### src/rtl/fetch_unit.sv
// fetch_unit: multicycle instruction fetch and PC sequencing stage.
// Holds the PC, fetches from a variable-latency instruction memory into the
// instruction register, and selects the next PC when the datapath retires.
// Optional build macro FETCH_TIMEOUT_EN adds a fetch-timeout fault.
//
// state   | meaning
// --------+-----------------------------------------------------------
// S_FETCH | request outstanding at pc, waiting for imem_ready
// S_EXEC  | instr valid, waiting for retire (stall holds)
// S_TRAP  | fault latched, everything frozen until reset
module fetch_unit #(
  parameter logic [31:0] RESET_PC       = 32'h0000_0000,
  parameter logic [31:0] NOP_INSTR      = 32'h0000_0013,
  parameter int          TIMEOUT_CYCLES = 16
) (
  input  logic        clk,
  input  logic        rst_n,
  output logic        imem_req,
  output logic [31:0] imem_addr,
  input  logic        imem_ready,
  input  logic [31:0] imem_rdata,
  output logic [31:0] instr,
  output logic [6:0]  opcode,
  output logic        instr_valid,
  output logic [31:0] pc,
  output logic [31:0] pc_plus4,
  input  logic        retire,
  input  logic        stall,
  input  logic        Jump,
  input  logic        JumpR,
  input  logic        Branch,
  input  logic        branch_taken,
  input  logic [31:0] imm_ext,
  input  logic [31:0] alu_result,
  output logic        fault,
  output logic [1:0]  fault_cause
);

  typedef enum logic [1:0] {
    S_FETCH = 2'd0,
    S_EXEC  = 2'd1,
    S_TRAP  = 2'd2
  } state_t;

  localparam logic [1:0] CAUSE_MISALIGN = 2'b01;
`ifdef FETCH_TIMEOUT_EN
  localparam logic [1:0] CAUSE_TIMEOUT  = 2'b10;
  localparam int         TO_W           = $clog2(TIMEOUT_CYCLES + 1);
`endif

  state_t      state, state_nxt;
  logic [31:0] pc_nxt;
  logic [31:0] instr_nxt;
  logic        valid_nxt;
  logic        req_nxt;
  logic        fault_nxt;
  logic [1:0]  cause_nxt;
  logic [31:0] next_pc;
  logic        accept;

  assign imem_addr = pc;
  assign opcode    = instr[6:0];
  assign pc_plus4  = pc + 32'd4;

  // ready only counts while a request is actually outstanding
  assign accept = (state == S_FETCH) && imem_req && imem_ready;

`ifdef FETCH_TIMEOUT_EN
  logic [TO_W-1:0] to_cnt;
  logic            to_expired;

  assign to_expired = (to_cnt == TO_W'(TIMEOUT_CYCLES));

  // count FETCH cycles without a capture; cleared whenever FETCH is left
  always_ff @(posedge clk or negedge rst_n) begin
    if (!rst_n) begin
      to_cnt <= '0;
    end else if ((state == S_FETCH) && !accept && !to_expired) begin
      to_cnt <= to_cnt + TO_W'(1);
    end else begin
      to_cnt <= '0;
    end
  end
`endif

  // next-PC selection: JumpR > Jump / taken Branch > sequential
  always_comb begin
    next_pc = pc_plus4;
    if (JumpR) begin
      next_pc = alu_result & 32'hFFFF_FFFE;
    end else if (Jump || (Branch && branch_taken)) begin
      next_pc = pc + imm_ext;
    end
  end

  // next-state and next-register values
  always_comb begin
    state_nxt = state;
    pc_nxt    = pc;
    instr_nxt = instr;
    valid_nxt = instr_valid;
    req_nxt   = imem_req;
    fault_nxt = fault;
    cause_nxt = fault_cause;
    case (state)
      S_FETCH: begin
        req_nxt = 1'b1;
        if (accept) begin
          instr_nxt = imem_rdata;
          valid_nxt = 1'b1;
          req_nxt   = 1'b0;
          state_nxt = S_EXEC;
        end
`ifdef FETCH_TIMEOUT_EN
        else if (to_expired) begin
          req_nxt   = 1'b0;
          fault_nxt = 1'b1;
          cause_nxt = CAUSE_TIMEOUT;
          state_nxt = S_TRAP;
        end
`endif
      end
      S_EXEC: begin
        req_nxt = 1'b0;
        if (retire && !stall) begin
          valid_nxt = 1'b0;
          if (next_pc[1:0] != 2'b00) begin
            fault_nxt = 1'b1;
            cause_nxt = CAUSE_MISALIGN;
            state_nxt = S_TRAP;
          end else begin
            pc_nxt    = next_pc;
            req_nxt   = 1'b1;
            state_nxt = S_FETCH;
          end
        end
      end
      S_TRAP: begin
        req_nxt   = 1'b0;
        valid_nxt = 1'b0;
      end
      default: begin
        state_nxt = S_TRAP;
        req_nxt   = 1'b0;
        valid_nxt = 1'b0;
      end
    endcase
  end

  // state and datapath registers
  always_ff @(posedge clk or negedge rst_n) begin
    if (!rst_n) begin
      state       <= S_FETCH;
      pc          <= RESET_PC;
      instr       <= NOP_INSTR;
      instr_valid <= 1'b0;
      imem_req    <= 1'b0;
      fault       <= 1'b0;
      fault_cause <= 2'b00;
    end else begin
      state       <= state_nxt;
      pc          <= pc_nxt;
      instr       <= instr_nxt;
      instr_valid <= valid_nxt;
      imem_req    <= req_nxt;
      fault       <= fault_nxt;
      fault_cause <= cause_nxt;
    end
  end

endmodule

### config.mk
export PLATFORM = sky130hd
export DESIGN_NAME = fetch_unit
export DESIGN_NICKNAME = d
export VERILOG_FILES = /design/src/rtl/fetch_unit.sv
export SDC_FILE = /design/constraint.sdc
export NUM_CORES = 1
export LEC_CHECK = 0
export CAP_MARGIN = 40
export CORE_AREA = 2 2 119 121
export DETAILED_ROUTE_END_ITERATION = 6
export DIE_AREA = 0 0 121 123
export GPL_ROUTABILITY_DRIVEN = 1
export PLACE_DENSITY = 0.81
export SLEW_MARGIN = 25
export SYNTH_ARGS = -nofsm -noshare
export SYNTH_HDL_FRONTEND = slang
export SYNTH_SLANG_ARGS = --single-unit
### constraint.sdc
create_clock -name clk -period 3.5 [get_ports clk]
set_clock_uncertainty 0.1 [all_clocks]
set_input_delay 0.525 -clock clk [delete_from_list [all_inputs] [get_ports clk]]
set_output_delay 0.525 -clock clk [all_outputs]
set_load 0.1 [all_outputs]
==> metrics <==
status=finished, final reports clean; Fmax=296.0 MHz; Worst Setup Path Type=flip-flop to output port; DIE WIDTH=121 um; final period utilization=0.9654; Initial Utilization=0.4340; later-pin clock latency in the skew report=0.35 ns; final slew viol count=0; number of setup violations in the final report=0; final estimated routing congestion in global placement=0.9332; clock sink count=69; Clock Root Buffer=clkbuf_16; Post-Synthesis Cell Area=5908 sq um; CTS H-tree depth=3; CP max FO=10; Max-Cap Viols=0; Worst EP required=2.87 ns; total power=2.024 mW; reg2reg setup slack=0.38 ns; # rows=43; reg2reg end=imem_addr[24]; mux contribution to synthesized area=0.06967; Antenna Cells=0; ys async rst share=1.000; Via Count=6648; most common flop cell mapped by yosys=dfrtp_1; Cell variety after synth=77; CTS tree=yes; Final WS setup=0.1212 ns; Routed Wire Length=23890 um; CP endpoint kind=output port; DRC Markers=0; crit path time final=3.379 ns; layout cell share with drive strength beyond 1=0.3036; Buffers on Ports=242; Worst Setup Slack post-DPL=-0.03346 ns; CP Depth=6; cts repair resizes=0; Hold WC Path Type=flip-flop to flip-flop; Final Hold Fails=0; synthesized flop and latch total=69; Die Area=14880 sq um; Worst EP arrival=2.75 ns; Slew HR=0.4974; syn avg cell area=8.587 sq um; Num CTS Buffers=9; leading cell type in the layout, fill and taps excluded=clkdlybuf4s50_1; I/O pin cnt=245; P per Cell Area=199.8 nW/um^2; Max VDD drop=254.4 uV; height of the die=123 um; critical path launch point type=flip-flop; core area=13610 sq um; Final HPWL DP=18800 um; worst r2r src=imem_addr[0]; Seq/Total Area, Yosys=0.2929; unrepaired setup endpoints after global routing=no; number of synthesized flops with an enable pin=0; Clk pin slew, worst setup/hold paths=0.07 ns; worst-case reg-to-reg path depth=10; Post-CTS Setup Inserts=0; first-pass GRT wire length=36780 um; XOR/XNOR share of the synthesized area=0.07243; TNS Setup=0 ns; Syn. warnings=0; largest stage delay on the critical path=0.58 ns; Worst-Margin Slew=0.7511 ns; Critical Path Start=imem_addr[4]; post-synthesis compound-gate area fraction=0.2399; Syn Nets=826; clock buffer depth=2; DP Cell Count=1151; Layout fillers=971; DRT Pass-1 Iters=7; Routed Antenna Nets=0; critical path's top delay family=simple AND/OR/NAND/NOR gates; Final Non-Filler Cells=1168; initial antenna violation count=0; Buf/Inv on CP=1; GRT overflow=0; number of global-route vias before repair=6655; slowest CP cell=nor4_4; GRT Overall Usage=0.3214; synthesized-area fraction occupied by adder cells=0.07116; Post-Synth Simple-Gate Area=0.1675; critical path cell sequence=nand4_2 -> nor4_4 -> nand4_4 -> or3_4 -> xnor2_4 -> buf_12; routed vias/inst=5.692; final net count=1121; largest net degree at the start of global routing=53; Synth Instances=688; most frequent cells in the layout=clkdlybuf4s50_1, buf_4, buf_8; main combinational cell family by area after synthesis=compound AO/OA/AOI/OAI gates; crit path capture=pc_plus4[31]; leakage=4.620 nW; synthesis-to-layout area growth=71.47%; drt wl/cell=20.45 um; DRT iter0 DRCs=499
## power by group
part / switching [mW] / leakage, nW / internal (mW) / total, mW
clock: 0.417 / 0.142 / 0.492 / 0.909
sequential: 0 / 0.918 / 0.797 / 0.797
combinational: 0.151 / 3.56 / 0.167 / 0.318
## worst min path at each step
stage               slack (ns)             end      start  depth (start not counted)
finish                    0.41       instr[15]  instr[15]                          1
global route              0.43       instr[18]  instr[18]                          1
CTS                       0.41       instr[15]  instr[15]                          1
detailed placement        0.34       instr[11]      rst_n                          1
global placement          0.39       instr[15]  instr[15]                          1
floorplan                 0.13  fault_cause[0]      rst_n                          0
## cells in the mapped netlist (17+ instances only)
cell	number	share of area
o21ai_0	52	0.044
a21oi_1	53	0.045
clkbuf_1	27	0.017
xor2_1	17	0.025
nand2_1	60	0.038
nor2_1	48	0.030
dfrtp_1	66	0.28
nand3_1	19	0.016
ha_1	32	0.068
mux2_2	33	0.063
xnor2_1	30	0.044
buf_4	43	0.055
## area by class of cell
| cell class | count | area (sq um) | area share |
|---|---|---|---|
| inverter | 16 | 60.06 | 0.005928 |
| tap | 180 | 225.2 | 0.02223 |
| sequential | 69 | 1749 | 0.1727 |
| multi-input combinational | 528 | 3924 | 0.3873 |
| timing repair buffer | 359 | 3891 | 0.3841 |
| clock inverter | 7 | 56.30 | 0.005558 |
| clock buffer | 9 | 225.2 | 0.02223 |
## worst reg2reg max path: stages (launching register included)
cell,delay [ns]
dfrtp_1,0.44
ha_1,0.27
fa_1,0.41
a211oi_1,0.37
o21ai_0,0.22
a21boi_1,0.22
o311a_1,0.23
o31ai_2,0.13
a311oi_1,0.34
xnor2_1,0.17
a21oi_1,0.09
## sequential cells by signal (all words and copies together) (netlist names)
register     cells
instr           32
imem_req         1
fault_cause      1
state            2
instr_valid      1
imem_addr       32
## layer usage
metal | share of wire | global-route usage | wire (um) | vias up
li1 | - | - | - | 3082
met1 | 0.38 | 0.3913 | 9182 | 3153
met2 | 0.51 | 0.5762 | 12130 | 356
met3 | 0.078 | 0.04797 | 1867 | 57
met4 | 0.030 | 0.1177 | 707 | 0
met5 | 0 | 0 | 0 | -
## repair_timing
item | in CTS | in global routing
setup endpoints to repair | 0 | 0
hold endpoints to repair | 16 | 0
hold buffers | 1 | 0
## cells by family after synthesis
kind of cell | Yosys count
compound gates | 212
simple gates | 197
buf+inv | 91
flops | 69
xor+xnor | 48
mux | 37
fa+ha+maj | 33
other cells | 1
## through the flow
stage	cell area [sq um]	util	hold slack (ns)
2_1_floorplan	6171	-	0.1294
3_3_place_gp	8728	0.6412	0.3873
3_5_place_dp	9839	0.7229	0.3415
4_1_cts	10130	0.7443	0.4127
5_1_grt	10130	0.7443	0.4250
6_report	10130	0.7443	0.4136
(Power assumes the default switching activity.)
==> variant, RTL diff (config.mk and constraints unchanged) <==
Build with the macro `FETCH_TIMEOUT_EN` defined.
--- a/src/rtl/fetch_unit.sv
+++ b/src/rtl/fetch_unit.sv
@@ -9,4 +9,6 @@
 // S_EXEC  | instr valid, waiting for retire (stall holds)
 // S_TRAP  | fault latched, everything frozen until reset
+`define FETCH_TIMEOUT_EN
+
 module fetch_unit #(
   parameter logic [31:0] RESET_PC       = 32'h0000_0000,
Formal check against the unedited RTL: same outputs for any inputs over 4 cycles, from zero or initial values and one cycle with rst_n low; that may be too few to reach the edited logic, so the function may still have changed.
==> variant against the unedited design <==
Design area decreased by 1.8%. Worst setup slack improved by 0.00081 ns. Synthesized cell count increased by 0.15%. Sequential cell count increased by 7. Synthesized area increased by 4.2%. Wire length decreased by 6.3%. Critical endpoint unchanged. Largest cell class unchanged.
Power is left out: it rests on default switching activity, and per cell area and clock period it moved more than threefold.
==> variant: results (changes against the unedited design) <==
| Metric | Value |
|---|---|
| Outcome | `complete, no violations (unchanged)` |
| CP max stage delay | `0.51 ns (was 0.58 ns)` |
| Fraction of area in multi-input gates | `0.405 (was 0.387)` |
| Hold Path Class | `in2async (was reg2reg)` |
| Data buffer area share | `0.345 (was 0.384)` |
| Placed cell areas | `9650 um2 (was 9840 um2)` |
| GRT Total Usage | `0.300 (was 0.321)` |
| First-pass GRT wire length | `34,500 um (was 36,800 um)` |
| Final period utilization | `0.965 (about the same)` |
| Filler instances | `950 (was 971)` |
| Post-Synthesis Cell Area | `6160 um2 (was 5910 um2)` |
| Largest net degree at the start of global routing | `41 (was 53)` |
| Share of layout cells above drive strength 1 | `0.290 (was 0.304)` |
| Port-buffer cells | `243 (was 242)` |
| Final Non-Filler Cells | `1,138 (was 1,168)` |
| Top cells by count, synth | `dfrtp_1 (73), nand2_1 (56), nor2_1 (53), a21oi_1 (52), buf_4 (42) (was dfrtp_1 (66), nand2_1 (60), a21oi_1 (53), o21ai_0 (52), nor2_1 (48))` |
| Ranking of synthesized cells by area | `dfrtp_1 (30%), ha_1 (6.9%), mux2_2 (6.2%), buf_4 (5.1%), xnor2_1 (4.3%) (was dfrtp_1 (28%), ha_1 (6.8%), mux2_2 (6.3%), buf_4 (5.5%), a21oi_1 (4.5%))` |
| Clock-cell share | `0.0284 (was 0.0278)` |
| Sequential area share after synthesis | `0.309 (was 0.293)` |
| Pre-antenna DRT Iters | `4 (was 7)` |
| Dpl hpwl | `17,400 um (was 18,800 um)` |
| Non-CTS buffers | `322 (was 359)` |
| FF-to-FF End | `imem_addr[30] (was imem_addr[24])` |
| Synth Register Bits | `76 (was 69)` |
| CP startpoint | `imem_addr[8] (was imem_addr[4])` |
| Worst hold margin | `0.0630 ns (was 0.414 ns)` |
| Area occupied by multi-input gates | `4030 um2 (was 3920 um2)` |
| RR Startpoint | `imem_addr[0] (unchanged)` |
| Vias | `6,400 (was 6,648)` |
| Reg2Reg Setup Slack | `0.54 ns (was 0.38 ns)` |
| Mapped Avg Cell Area | `8.94 um2 (was 8.59 um2)` |
| Register area | `1920 um2 (was 1750 um2)` |
| Post-synth cell types | `69 (was 77)` |
| R2R depth | `9 (was 10)` |
| CP max FO | `8 (was 10)` |
## variant: cell types whose count changed after synthesis, sizes merged, moves of 5 or more
cell / before / now
a211oi: 8 / 18
dfrtp: 66 / 73
nand3: 19 / 25
nor2: 48 / 53
o21ai: 53 / 47
o22ai: 4 / 9
xor2: 17 / 25
## variant: logic make-up (layout without fill, tap and decap cells)
family / after synthesis / in the layout / share of synthesized area
AND/OR/NAND/NOR: 203 / 203 / 0.172
AO/OA/AOI/OAI: 196 / 196 / 0.209
buffers and inverters: 85 / 354 / 0.0874
flip-flops: 76 / 76 / 0.309
XOR/XNOR: 56 / 56 / 0.0809
multiplexers: 38 / 38 / 0.0687
adder cells (fa/ha/maj): 35 / 35 / 0.0723
## variant: metal layers
metal  routed length [um]  up-vias  track usage
met1                 8740     3017        0.371
met4                  592        0       0.0894
met3                 1740       55       0.0586
met5                    0        -            0
met2                11300      306        0.531
li1                     -     3022            -
## variant: repair_timing
item | CTS | global route
setup endpoints to repair | 0 | 3
setup buffers | 0 | 2
gates resized for setup | 0 | 2
